**config.mk**
```make
export PLATFORM = sky130hd
export DESIGN_NAME = memory_arbiter
export DESIGN_NICKNAME = d
export VERILOG_FILES = /design/src/rtl/memory_arbiter.sv
export SDC_FILE = /design/constraint.sdc
export NUM_CORES = 1
export LEC_CHECK = 0
export ABC_AREA = 1
export BUFFER_PORTS_ARGS = -buffer_cell sky130_fd_sc_hd__buf_4
export CORE_MARGIN = 10
export CORE_UTILIZATION = 42
export CTS_CLUSTER_DIAMETER = 200
export DETAILED_ROUTE_END_ITERATION = 12
export GPL_TIMING_DRIVEN = 0
export PLACE_DENSITY = 0.77
export SETUP_SLACK_MARGIN = 0.2
export SLEW_MARGIN = 20
export SYNTH_ARGS = -nofsm -noshare
export SYNTH_HDL_FRONTEND = slang
export SYNTH_SLANG_ARGS = --single-unit
export TNS_END_PERCENT = 5
```
**constraint.sdc**
```tcl
create_clock -name clock -period 1.6 [get_ports clock]
set_clock_uncertainty 0.1 [all_clocks]
set_input_delay 0.08 -clock clock [delete_from_list [all_inputs] [get_ports clock]]
set_output_delay 0.08 -clock clock [all_outputs]
set_load 0.01 [all_outputs]
```
**src/rtl/memory_arbiter.sv**
```systemverilog
// Two-requester arbiter for a single-port word memory: p0 = instruction fetch, p1 = load/store.
// Each access takes IDLE -> ACCESS -> ACK. Memory controls and the requester responses are registered.
module memory_arbiter #(
  parameter int ROUND_ROBIN = 1,
  parameter int MEM_WORDS   = 256
) (
  input  logic        clock,
  input  logic        reset_n,
  input  logic        p0_req,
  input  logic [29:0] p0_address,
  input  logic        p0_write,
  input  logic [31:0] p0_data_in,
  input  logic [3:0]  p0_strobes,
  output logic [31:0] p0_data_out,
  output logic        p0_ack,
  output logic        p0_err,
  input  logic        p1_req,
  input  logic [29:0] p1_address,
  input  logic        p1_write,
  input  logic [31:0] p1_data_in,
  input  logic [3:0]  p1_strobes,
  output logic [31:0] p1_data_out,
  output logic        p1_ack,
  output logic        p1_err,
  output logic [29:0] mem_address,
  output logic [31:0] mem_data_in,
  input  logic [31:0] mem_data_out,
  output logic [3:0]  mem_strobes,
  output logic        mem_read,
  output logic        mem_write,
  output logic [1:0]  state_dbg
);

  // Handshake: a requester raises req with its fields and holds them until its
  // one-cycle ack. Fields are latched at grant, and no grant is made from ACK.
  typedef enum logic [1:0] {
    IDLE   = 2'd0,
    ACCESS = 2'd1,
    ACK    = 2'd2
  } state_t;

  localparam logic [31:0] MEM_LIMIT = 32'(MEM_WORDS);

  state_t      state, state_nxt;
  logic        last_grant;   // 1 = p1 was granted most recently
  logic        winner;       // 1 = p1 owns the access in flight
  logic        err_pending;
  logic        was_write;
  logic        grant_any;
  logic        grant_p1;
  logic [29:0] sel_address;
  logic [31:0] sel_data;
  logic [3:0]  sel_strobes;
  logic        sel_write;
  logic        sel_oor;

  assign state_dbg = state;

  always_comb begin
    grant_any   = p0_req | p1_req;
    // With round robin, p1 loses a contended grant only if it won the last one.
    grant_p1    = p1_req & (~p0_req | ~last_grant | (ROUND_ROBIN == 0));
    sel_address = grant_p1 ? p1_address : p0_address;
    sel_data    = grant_p1 ? p1_data_in : p0_data_in;
    sel_strobes = grant_p1 ? p1_strobes : p0_strobes;
    sel_write   = grant_p1 ? p1_write   : p0_write;
    // Full 30-bit compare so high address bits never alias into the array.
    sel_oor     = ({2'b00, sel_address} >= MEM_LIMIT);
  end

  always_ff @(posedge clock or negedge reset_n) begin
    if (!reset_n) state <= IDLE;
    else          state <= state_nxt;
  end

  always_comb begin
    state_nxt = state;
    case (state)
      IDLE:    if (grant_any) state_nxt = ACCESS;
      ACCESS:  state_nxt = ACK;
      ACK:     state_nxt = IDLE;
      default: state_nxt = IDLE;
    endcase
  end

  always_ff @(posedge clock or negedge reset_n) begin
    if (!reset_n) begin
      last_grant  <= 1'b1;
      winner      <= 1'b0;
      err_pending <= 1'b0;
      was_write   <= 1'b0;
      mem_address <= '0;
      mem_data_in <= '0;
      mem_strobes <= '0;
      mem_read    <= 1'b0;
      mem_write   <= 1'b0;
      p0_data_out <= '0;
      p0_ack      <= 1'b0;
      p0_err      <= 1'b0;
      p1_data_out <= '0;
      p1_ack      <= 1'b0;
      p1_err      <= 1'b0;
    end else begin
      case (state)
        IDLE: begin
          if (grant_any) begin
            winner      <= grant_p1;
            mem_address <= sel_address;
            mem_data_in <= sel_data;
            mem_strobes <= sel_strobes;
            was_write   <= sel_write;
            err_pending <= sel_oor;
            mem_read    <= ~sel_write & ~sel_oor;
            mem_write   <= sel_write & ~sel_oor;
          end
        end
        ACCESS: begin
          mem_read   <= 1'b0;
          mem_write  <= 1'b0;
          last_grant <= winner;
          if (winner) begin
            p1_ack <= 1'b1;
            p1_err <= err_pending;
            if (!was_write) p1_data_out <= err_pending ? 32'd0 : mem_data_out;
          end else begin
            p0_ack <= 1'b1;
            p0_err <= err_pending;
            if (!was_write) p0_data_out <= err_pending ? 32'd0 : mem_data_out;
          end
        end
        ACK: begin
          p0_ack <= 1'b0;
          p0_err <= 1'b0;
          p1_ack <= 1'b0;
          p1_err <= 1'b0;
        end
        default: ;
      endcase
    end
  end

endmodule
```
==> impl_metrics.env <==
export IMPL_max_freq_mhz=549
export IMPL_layout_commonest_cell="buf_4"
export IMPL_clock_latency_ns=0.41
export IMPL_syn_area_um2=6300
export IMPL_grt_pass1_vias=7769
export IMPL_setup_slack_ns=-0.220
export IMPL_crit_path_end_kind="flop"
export IMPL_layout_common_cells="buf_4 (327), dlygate4sd3_1 (161), dfrtp_1 (140)"
export IMPL_drt_iter0_drc=506
export IMPL_cts_tree="done"
export IMPL_avgSynthCellArea_um2=9.45
export IMPL_vias=7446
export IMPL_dieWidth_um=143
export IMPL_fin_nets=1345
export IMPL_power_density_nw_per_um2=1740
export IMPL_rows=44
export IMPL_hold_viol=0
export IMPL_worstSetupStartpointType="flop"
export IMPL_rsz0062_at_grt="true"
export IMPL_clk_path_buf_depth=2
export IMPL_synth_seq_area_share_pct=56.4
export IMPL_stdcell_count=1376
export IMPL_grt_max_degree=77
export IMPL_synth_fp_nets=837
export IMPL_max_cap_violations=0
export IMPL_grt_overflow=0
export IMPL_crit_type="flop to flop"
export IMPL_initial_utilization_pct=43.1
export IMPL_p_leak_uw=0.00597
export IMPL_grt_usage_pct=28.0
export IMPL_crit_arrival_ns=2.02
export IMPL_period_share_pct=114
export IMPL_via_per_inst=5.41
export IMPL_drt_total_wl_um=31500
export IMPL_synth_cells=667
export IMPL_drt_first_pass_iters=5
export IMPL_gp_congestion=0.857
export IMPL_critPathRequiredTime_ns=1.80
export IMPL_ant_nets=0
export IMPL_register_area_um2=3560
export IMPL_core_area_um2=14600
export IMPL_final_core_utilization_pct=80.2
export IMPL_place_area_um2=8920
export IMPL_relSlewSlack_pct=64.3
export IMPL_ys_types=22
export IMPL_multi_input_area_um2=2600
export IMPL_dp_hpwl_um=17600
export IMPL_violations="setup timing"
export IMPL_hold_ws_ns=0.0206
export IMPL_fillCellCount=785
export IMPL_cts_buffers=17
export IMPL_grt_pass1_wl_um=44300
export IMPL_drive_gt1_share_pct=42.1
export IMPL_cts_root_buf="clkbuf_16"
export IMPL_antenna_found_initial=3
export IMPL_wl_per_cell_um=22.9
export IMPL_worst_hold_path_type="primary input to flop"
export IMPL_cts_reportedPaths_clkPinSlew_ns=0.06
export IMPL_drv_slew=0
export IMPL_io_buffers=307
export IMPL_syn_to_final_growth_pct=86.2
export IMPL_post_route_min_period_ns=1.82
export IMPL_setup_tns_ns=-10.12
export IMPL_cp_max_fo=7
export IMPL_dieArea_um2=20300
export IMPL_synth_seq_cells=142
export IMPL_die_h_um=143
export IMPL_ys_warn_count=0
export IMPL_ir_drop_uv=1020
export IMPL_ioPinCount=308
export IMPL_clock_sinks=142
export IMPL_htreeDepth=4
export IMPL_worst_pin_slew_ns=0.535
export IMPL_place_inst=1159
export IMPL_outcome="complete, but fails checks"
export IMPL_drc=0
export IMPL_finalSetupViolCount=99
export IMPL_stdcell_area_um2=11700
-- cell usage after synthesis --
library cell  instances  area share, %
buf_6                 2           0.36
dfstp_2               1           0.42
a31oi_1              22            2.2
nand2_4               1           0.18
nor2_1              103            6.1
o21ai_1              20            1.6
nor2_4                1           0.18
nand3b_1              8           0.95
buf_4                 7           0.83
o21a_1                1           0.12
o21ai_0              64            5.1
mux2_2               63             11
inv_1                44            2.6
mux2_1                1           0.18
inv_2                 2           0.12
nor2_2                3           0.30
nand2_1             141            8.4
nand3_1              11           0.87
dfrtp_1             141             56
buf_2                20            1.6
clkbuf_1             10           0.60
nand2_2               1          0.099
-- path summary, 6_finish.rpt --
| path | start | to | slack (ns) | cells past startpoint |
|---|---|---|---|---|
| hold / removal | p1_address[19] | mem_address[19]$_DFFE_PN0P_ | 0.02 | 4 |
| max in group asynchronous | reset_n | last_grant$_DFFE_PN1P_ | 0.48 | 3 |
| setup / recovery | last_grant$_DFFE_PN1P_ | err_pending$_DFFE_PN0P_ | -0.22 | 12 |
| hold reg to reg | mem_address[18]$_DFFE_PN0P_ | mem_address[18]$_DFFE_PN0P_ | 0.39 | 2 |
| setup reg to reg | last_grant$_DFFE_PN1P_ | err_pending$_DFFE_PN0P_ | -0.22 | 12 |
| min in group asynchronous | reset_n | p1_data_out[11]$_DFFE_PN0P_ | 0.12 | 2 |
-- layer usage --
layer,up-vias,global-route usage [%],share of wire [%]
met2,562,47.8,50
met3,115,10.4,11
met4,0,11.7,4.5
met1,3582,30.7,34
met5,-,0,0
li1,3187,-,-
-- kinds of logic (layout without fill, tap and decap cells) --
group	after synthesis	count (layout)	synth area share, %
buffers and inverters	85	606	6.11
and+or+nand+nor	269	269	17.1
DFF	142	142	56.4
muxes	64	64	11.4
other	0	4	0
AOI/OAI and AO/OA	107	107	8.97
-- metrics by stage --
step           setup WS, ns  power, uW
3_3_place_gp         -0.460      13900
4_1_cts              -0.193      19200
3_5_place_dp         -0.306      14100
2_1_floorplan        0.0119       9920
6_report             -0.220      20400
5_1_grt              -0.328      21300
-- timing repair --
| item | CTS | global route |
|---|---|---|
| pin swaps | 8 | 11 |
| buffers inserted | 9 | 7 |
| gates resized for setup | 57 | 87 |
| endpoints found under the setup margin | 134 | 138 |
| hold buffers | 161 | 0 |
| hold endpoints to repair | 188 | 0 |
| gates cloned | 2 | 2 |
-- area by class of cell --
| cell class | count | area share, % |
|---|---|---|
| Multi-Input combinational cell | 440 | 22.2 |
| Inverter | 46 | 1.51 |
| Clock buffer | 20 | 3.98 |
| Antenna cell | 4 | 0.0853 |
| Tap cell | 184 | 1.96 |
| Timing Repair Buffer | 489 | 35.5 |
| Clock inverter | 12 | 1.32 |
| Sequential cell | 142 | 30.3 |
| Buffer | 39 | 3.17 |
-- report_power, final --
group | internal, uW | switching (uW)
combinational | 4790 | 5140
clock | 2590 | 1630
sequential | 5170 | 1110
-- critical path, stage by stage (launching register included) --
cell	delay, ns
dfstp_2	0.55
nand2_4	0.08
nand2_8	0.10
buf_8	0.14
nand2_2	0.07
nand2_2	0.07
nand2_1	0.06
nor2_1	0.09
nand2_1	0.11
nor2_4	0.15
nand2_1	0.07
nand2_1	0.07
nand2_1	0.05
-- state kept, by name (all words and copies together), names as in the netlist, 2 cells and up --
register / cells
mem_data_in: 32
p0_data_out: 32
mem_strobes: 4
state_dbg: 2
mem_address: 30
p1_data_out: 32
(Power assumes the default switching activity.)
